`config.mk`:
```
export PLATFORM = sky130hd
export DESIGN_NAME = uart_rx
export DESIGN_NICKNAME = d
export VERILOG_FILES = /design/src/rtl/uart_rx.sv
export SDC_FILE = /design/constraint.sdc
export NUM_CORES = 1
export LEC_CHECK = 0
export ABC_AREA = 1
export CAP_MARGIN = 10
export CORE_MARGIN = 2
export CORE_UTILIZATION = 54
export CTS_CLUSTER_SIZE = 8
export DETAILED_ROUTE_END_ITERATION = 16
export PLACE_DENSITY = 0.81
export REMOVE_ABC_BUFFERS = 1
export SLEW_MARGIN = 10
export SYNTH_ARGS = -nofsm -noshare
export SYNTH_HDL_FRONTEND = slang
export SYNTH_SLANG_ARGS = --single-unit
```
`constraint.sdc`:
```
create_clock -name i_clock -period 2 [get_ports i_clock]
set_input_delay 0.5 -clock i_clock [delete_from_list [all_inputs] [get_ports i_clock]]
set_output_delay 0.5 -clock i_clock [all_outputs]
set_load 0.02 [all_outputs]
```
`src/rtl/uart_rx.sv`:
```
// UART receiver: 16x-oversampled, LSB-first frames with NB_DATA data bits and
// NB_STOP stop bits; one-cycle valid / framing-error strobes per frame.
module uart_rx #(
  parameter int NB_DATA         = 8,
  parameter int NB_STOP         = 1,
  parameter int NB_TICK_COUNTER = 4,
  parameter int NB_DATA_COUNTER = 3
) (
  input  logic               i_clock,
  input  logic               i_reset,
  input  logic               i_tick,
  input  logic               i_rx,
  output logic [NB_DATA-1:0] o_data,
  output logic               o_data_valid,
  output logic               o_frame_error,
  output logic               o_busy
);

  typedef enum logic [1:0] {S_IDLE, S_START, S_DATA, S_STOP} state_t;

  localparam logic [NB_TICK_COUNTER-1:0] TICK_MID  = {1'b0, {(NB_TICK_COUNTER-1){1'b1}}};
  localparam logic [NB_TICK_COUNTER-1:0] TICK_LAST = '1;
  localparam logic [NB_DATA_COUNTER-1:0] LAST_BIT  = NB_DATA_COUNTER'(NB_DATA - 1);
  localparam logic [NB_DATA_COUNTER-1:0] LAST_STOP = NB_DATA_COUNTER'(NB_STOP - 1);

  state_t                     r_state;
  state_t                     w_next_state;
  logic                       r_rx_meta;
  logic                       r_rx_sync;
  logic [NB_TICK_COUNTER-1:0] r_tick_cnt;
  logic [NB_DATA_COUNTER-1:0] r_bit_cnt;
  logic [NB_DATA-1:0]         r_shift;
  logic [NB_DATA-1:0]         r_data;
  logic                       r_stop_err;
  logic                       r_data_valid;
  logic                       r_frame_error;

  logic w_tick_mid;
  logic w_tick_end;
  logic w_frame_done;
  logic w_frame_bad;

  assign w_tick_mid = i_tick && (r_tick_cnt == TICK_MID);
  assign w_tick_end = i_tick && (r_tick_cnt == TICK_LAST);

  // Synchronizer flops reset to the idle line level so reset release never
  // looks like a start edge.
  always_ff @(posedge i_clock or negedge i_reset) begin
    if (!i_reset) begin
      r_rx_meta <= 1'b1;
      r_rx_sync <= 1'b1;
    end else begin
      r_rx_meta <= i_rx;
      r_rx_sync <= r_rx_meta;
    end
  end

  // State register
  always_ff @(posedge i_clock or negedge i_reset) begin
    if (!i_reset) r_state <= S_IDLE;
    else          r_state <= w_next_state;
  end

  // Next-state logic
  always_comb begin
    // NOTE: default first so every path assigns w_next_state; no latch inferred.
    w_next_state = r_state;
    case (r_state)
      S_IDLE:  if (!r_rx_sync) w_next_state = S_START;
      S_START: if (w_tick_mid) w_next_state = r_rx_sync ? S_IDLE : S_DATA;
      S_DATA:  if (w_tick_end && r_bit_cnt == LAST_BIT) w_next_state = S_STOP;
      S_STOP:  if (w_tick_end && r_bit_cnt == LAST_STOP) w_next_state = S_IDLE;
      default: w_next_state = S_IDLE;
    endcase
  end

  // Output / frame-result decode
  always_comb begin
    o_busy       = (r_state != S_IDLE);
    w_frame_done = (r_state == S_STOP) && w_tick_end && (r_bit_cnt == LAST_STOP);
    w_frame_bad  = r_stop_err || !r_rx_sync;
  end

  // Datapath: counters, shift register, result strobes
  always_ff @(posedge i_clock or negedge i_reset) begin
    if (!i_reset) begin
      r_tick_cnt    <= '0;
      r_bit_cnt     <= '0;
      r_shift       <= '0;
      r_data        <= '0;
      r_stop_err    <= 1'b0;
      r_data_valid  <= 1'b0;
      r_frame_error <= 1'b0;
    end else begin
      // NOTE: non-blocking throughout so every register sees pre-edge values.
      r_data_valid  <= w_frame_done && !w_frame_bad;
      r_frame_error <= w_frame_done &&  w_frame_bad;
      if (w_frame_done && !w_frame_bad) r_data <= r_shift;

      case (r_state)
        S_IDLE: begin
          r_tick_cnt <= '0;
          r_bit_cnt  <= '0;
          r_stop_err <= 1'b0;
        end
        S_START: if (i_tick) begin
          if (w_tick_mid) begin
            r_tick_cnt <= '0;
            r_bit_cnt  <= '0;
          end else begin
            r_tick_cnt <= r_tick_cnt + 1'b1;
          end
        end
        S_DATA: if (i_tick) begin
          if (w_tick_end) begin
            r_tick_cnt <= '0;
            r_shift    <= {r_rx_sync, r_shift[NB_DATA-1:1]};
            // Bit counter restarts here and doubles as the stop-bit counter.
            r_bit_cnt  <= (r_bit_cnt == LAST_BIT) ? '0 : r_bit_cnt + 1'b1;
          end else begin
            r_tick_cnt <= r_tick_cnt + 1'b1;
          end
        end
        S_STOP: if (i_tick) begin
          if (w_tick_end) begin
            r_tick_cnt <= '0;
            r_bit_cnt  <= r_bit_cnt + 1'b1;
            if (!r_rx_sync) r_stop_err <= 1'b1;
          end else begin
            r_tick_cnt <= r_tick_cnt + 1'b1;
          end
        end
        default: r_tick_cnt <= '0;
      endcase
    end
  end

  assign o_data        = r_data;
  assign o_data_valid  = r_data_valid;
  assign o_frame_error = r_frame_error;

endmodule

```
Word-level counts from Yosys, hierarchy flattened
Index checks and enable logic that the tools add are counted.
- flip-flop bits (word level): 30
- input port bits: 4
- output and inout port bits: 11
- word-level logic and storage cells: 73
- add/sub/neg operators: 2
- eq/ne operators: 17
- multiplexer cells: 23
- reductions and logical operators: 21
- operator list (cell ; number):
    3-bit 2-to-1 mux ; 7
    2-bit inequality test, second input constant ; 10
    4-bit 2-to-1 mux ; 4
    3-bit one-hot mux with 4 select lines ; 1
    4-bit one-hot mux with 3 select lines ; 1
    2-bit 2-to-1 mux ; 5
    1-bit logical AND ; 8
    2-bit one-hot mux with 4 select lines ; 1
    4-bit AND reduction ; 2
    6-bit AND reduction ; 1
    4-bit by 1-bit adder with 4-bit output, second input constant ; 1
    2-bit == test, second input constant ; 2
    4-bit by 3-bit == test with 1-bit output, second input constant ; 1
    4-bit == test, second input constant ; 1
    2-bit nonzero test ; 2
    3-bit by 1-bit adder with 3-bit output, second input constant ; 1
    3-bit == test, second input constant ; 1
    3-bit logical NOT ; 1
    1-bit 2-to-1 mux ; 3
    3-bit AND reduction ; 1
    2-bit by 1-bit == test with 1-bit output, second input constant ; 1
    1-bit logical NOT ; 2
    2-bit logical NOT ; 1
    2-bit by 1-bit inequality test with 1-bit output, second input constant ; 1
    4 further kinds ; 4

Depth between registers and ports, before layout
- depth in word-level cells: 5
- mapped depth: 10
- depth with buffers taken out: 10

Worst setup path after synthesis
No wires, ideal clock.
- path kind: reg-to-reg
- start point: register r_bit_cnt[0]
- end point: register r_data[6], in the netlist o_data[6]
- setup time: 0.118 ns
- data arrival time: 1.273 ns
- required time: 1.882 ns
- setup slack: 0.609 ns
- stages on the path, launching flop included: 10
- path buffers: 1
- clock period less this slack: 1.391 ns
- cells stage by stage: dfrtp_1 inv_1 ha_1 inv_1 nor2_1 nand3_2 nand3b_4 buf_6 nand2_1 o21ai_2
- word-level cells in the longest chain between the ends: 3
- RTL lines (element ; line ; source):
    start, declared ; 31 ; logic [NB_DATA_COUNTER-1:0] r_bit_cnt;
    start signal, assigned ; 119 ; r_bit_cnt <= (r_bit_cnt == LAST_BIT) ? '0 : r_bit_cnt + 1'b1;
    start signal, assigned ; 127 ; r_bit_cnt <= r_bit_cnt + 1'b1;
    3-bit logical NOT ; 80 ; w_frame_done = (r_state == S_STOP) && w_tick_end && (r_bit_cnt == LAST_STOP);
    1-bit logical AND ; 80 ;
    1-bit logical AND ; 98 ; if (w_frame_done && !w_frame_bad) r_data <= r_shift;
    end signal, assigned ; 98 ;
    end, declared ; 33 ; logic [NB_DATA-1:0] r_data;
No other way between the ends.
A chain may end at the register's enable or synchronous reset.

==> metrics <==
Worst Skew 0.0112 ns; clk slew on worst S/H paths around 0.1 ns; fillers between 200 and 250; vias per inst 5.23; final setup fails 0; pwr/cell area just over 900 nW/um^2; TritonCTS clock tree yes; RSZ-0062 raised after global routing no; worst path required time roughly 1.5 ns; Final GP Congestion approximately 0.87; total number of vias roughly 1,000; worst-path fanout max 7; Arr. time, crit path 1.37 ns; Hold Path Class reg -> reg; TNS Setup 0 ns; post-cts sizing count 1; cell taking the most area after synthesis dfrtp_1; Worst Max-Slew Pin Slew about 0.56 ns; WL/cell about 13 um; final wirelength 2530 um; #FFs+latches synth 30; synth unique cells 19; antenna viol nets, final 0; Die Height about 54 um; leak pwr approximately 0.76 nW; Post-synth top cells 37 x nand2_1, 28 x dfrtp_1, 22 x inv_1; H-tree depth 2; effective utilization at floorplan 0.560; Tcrit/Tclk final 0.937; top-area cell type share of the netlist area 0.514; Area contributors post-synth dfrtp_1 51%, nand2_1 10%, o21ai_0 6.2%; TritonCTS Buffers 5; root buffer cell clkbuf_4; gr usage total 0.212; Post-synth EDFFs 0; io pins 15; DP Worst Slack approximately 0.044 ns; ratio of cells with drive above 1 in the final layout 0.147; Peak VDD IR 0.000674 V; # rows 18; critical path endpoint category output port; ys async rst share 1.00; Peak Freq approximately 530 MHz; vias in the first global route between 1,000 and 1,500; ys flop type dfrtp_1; relative slew slack 0.624; post-route cell area roughly 1600 sq um; Synth Instances around 150; Pre-antenna DRT Iters 4; core area between 2000 and 2500 sq um; CP startpoint kind flip-flop; DR iter-0 viols 20; area grow syn2layout 16.7%; setup bufs post-CTS 0; mapped cell area between 1000 and 1500 sq um; diode count 0; clock sink count 30; syn_area_per_cell roughly 9.3 sq um; Seq/Total Area, Yosys 0.553; max_cap viols 0; Hold Vio Cnt, Final 0; count leader, synth nand2_1; first-pass GRT wire length ~4200 um; Nets roughly 180; Syn. warnings 0; placed inst area 1540 sq um; Multi-input gate area 504 sq um; setup ws final 0.126 ns; hpwl dp 1760 um; Die Area just under 3000 sq um; gr ovfl total 0; largest net degree at the start of global routing 31; Reg area 753 sq um; outcome completed; Die X 54.2 um; Remaining DRCs 0; Slew Viols, Final 0; IO Port Bufs 14; Max Root-Sink Buffers 2; initial antenna violation count 0; post-route minimum period 1.87 ns; worst skew pair latency between 0.3 and 0.4 ns; number of hold buffers added after cts 0; critical path class reg -> out
==> stage by stage <==
| stage | util | power (mW) | cells | hold WS (ns) |
|---|---|---|---|---|
| 2_1_floorplan | - | 1.02 | 145 | 0.204 |
| 3_3_place_gp | 0.633 | 1.12 | 192 | 0.348 |
| 3_5_place_dp | 0.633 | 1.14 | 192 | 0.347 |
| 4_1_cts | 0.654 | 1.49 | 200 | 0.364 |
| 5_1_grt | 0.654 | 1.58 | 200 | 0.365 |
| 6_report | 0.654 | 1.48 | 200 | 0.363 |
==> registers in the layout (all words and copies together), names as in the netlist, named ones only <==
register	flops
o_data	8
o_data_valid	1
o_frame_error	1
r_bit_cnt	3
r_rx_meta	1
r_rx_sync	1
r_shift	8
r_state	1
r_stop_err	1
r_tick_cnt	4
==> path summary, 6_finish.rpt <==
| path | start | to | slack [ns] | cells past startpoint |
|---|---|---|---|---|
| worst max-delay path | flip-flop | o_busy | 0.13 | 3 |
| worst min register to register | r_rx_meta | r_rx_sync | 0.36 | 0 |
| worst max register to register | r_tick_cnt[0] | r_tick_cnt[0] | 0.36 | 8 |
| min in group asynchronous | i_reset | o_data[4] | 0.54 | 2 |
| worst min-delay path | r_rx_meta | r_rx_sync | 0.36 | 0 |
| max in group asynchronous | i_reset | r_rx_meta | 1.14 | 2 |
==> worst max-delay path, stage by stage (launching register included) <==
cell	delay (ns)
dfrtp_1	0.46
inv_1	0.13
nand2_4	0.12
dlygate4sd2_1	0.34
==> kinds of logic after synthesis <==
logic type,count (synthesis),synth area share
AND/OR/NAND/NOR,61,0.211
adder cells (fa/ha/maj),4,0.0367
flip-flops,30,0.553
buffers and inverters,24,0.0771
AO/OA/AOI/OAI,28,0.122
==> cells in the final DEF (no fill, tap or decap) <==
master and count:
o21ai_1 1, clkbuf_4 5, nor2_4 1, nand2_2 1, o21ai_2 7, nand2_1 37, nand3_2 1, o21ai_0 17
nand3_1 7, clkinv_2 2, dlygate4sd2_1 1, a21oi_1 3, dfstp_2 2, ha_1 4, nand4_1 3, clkbuf_1 1
or2_2 1, buf_4 3, nor2_1 8, clkdlybuf4s50_1 13, nand2_4 1, inv_1 22, dfrtp_1 28, nand3b_4 1
==> power breakdown <==
group          leakage, nW  internal [mW]  total [mW]  switching (mW)
Sequential           0.405          0.668       0.727          0.0593
Clock               0.0320          0.134       0.347           0.213
Combinational        0.321          0.133       0.406           0.273
==> final cells by class <==
cell class | count | share of cell area
flip-flops and latches | 30 | 0.474
well taps | 30 | 0.0236
inverters | 22 | 0.0519
clock buffers | 6 | 0.0260
repair buffers | 17 | 0.101
multi-input cells | 93 | 0.317
clock inverters | 2 | 0.00629
==> metal layers <==
metal	track usage	up-vias	part of all wire
li1	-	514	-
met2	0.345	25	0.50
met3	0.0820	2	0.047
met4	0.113	0	0.011
met5	0	-	0
met1	0.240	504	0.44
Note: power is estimated with default switching activity, not from simulation.
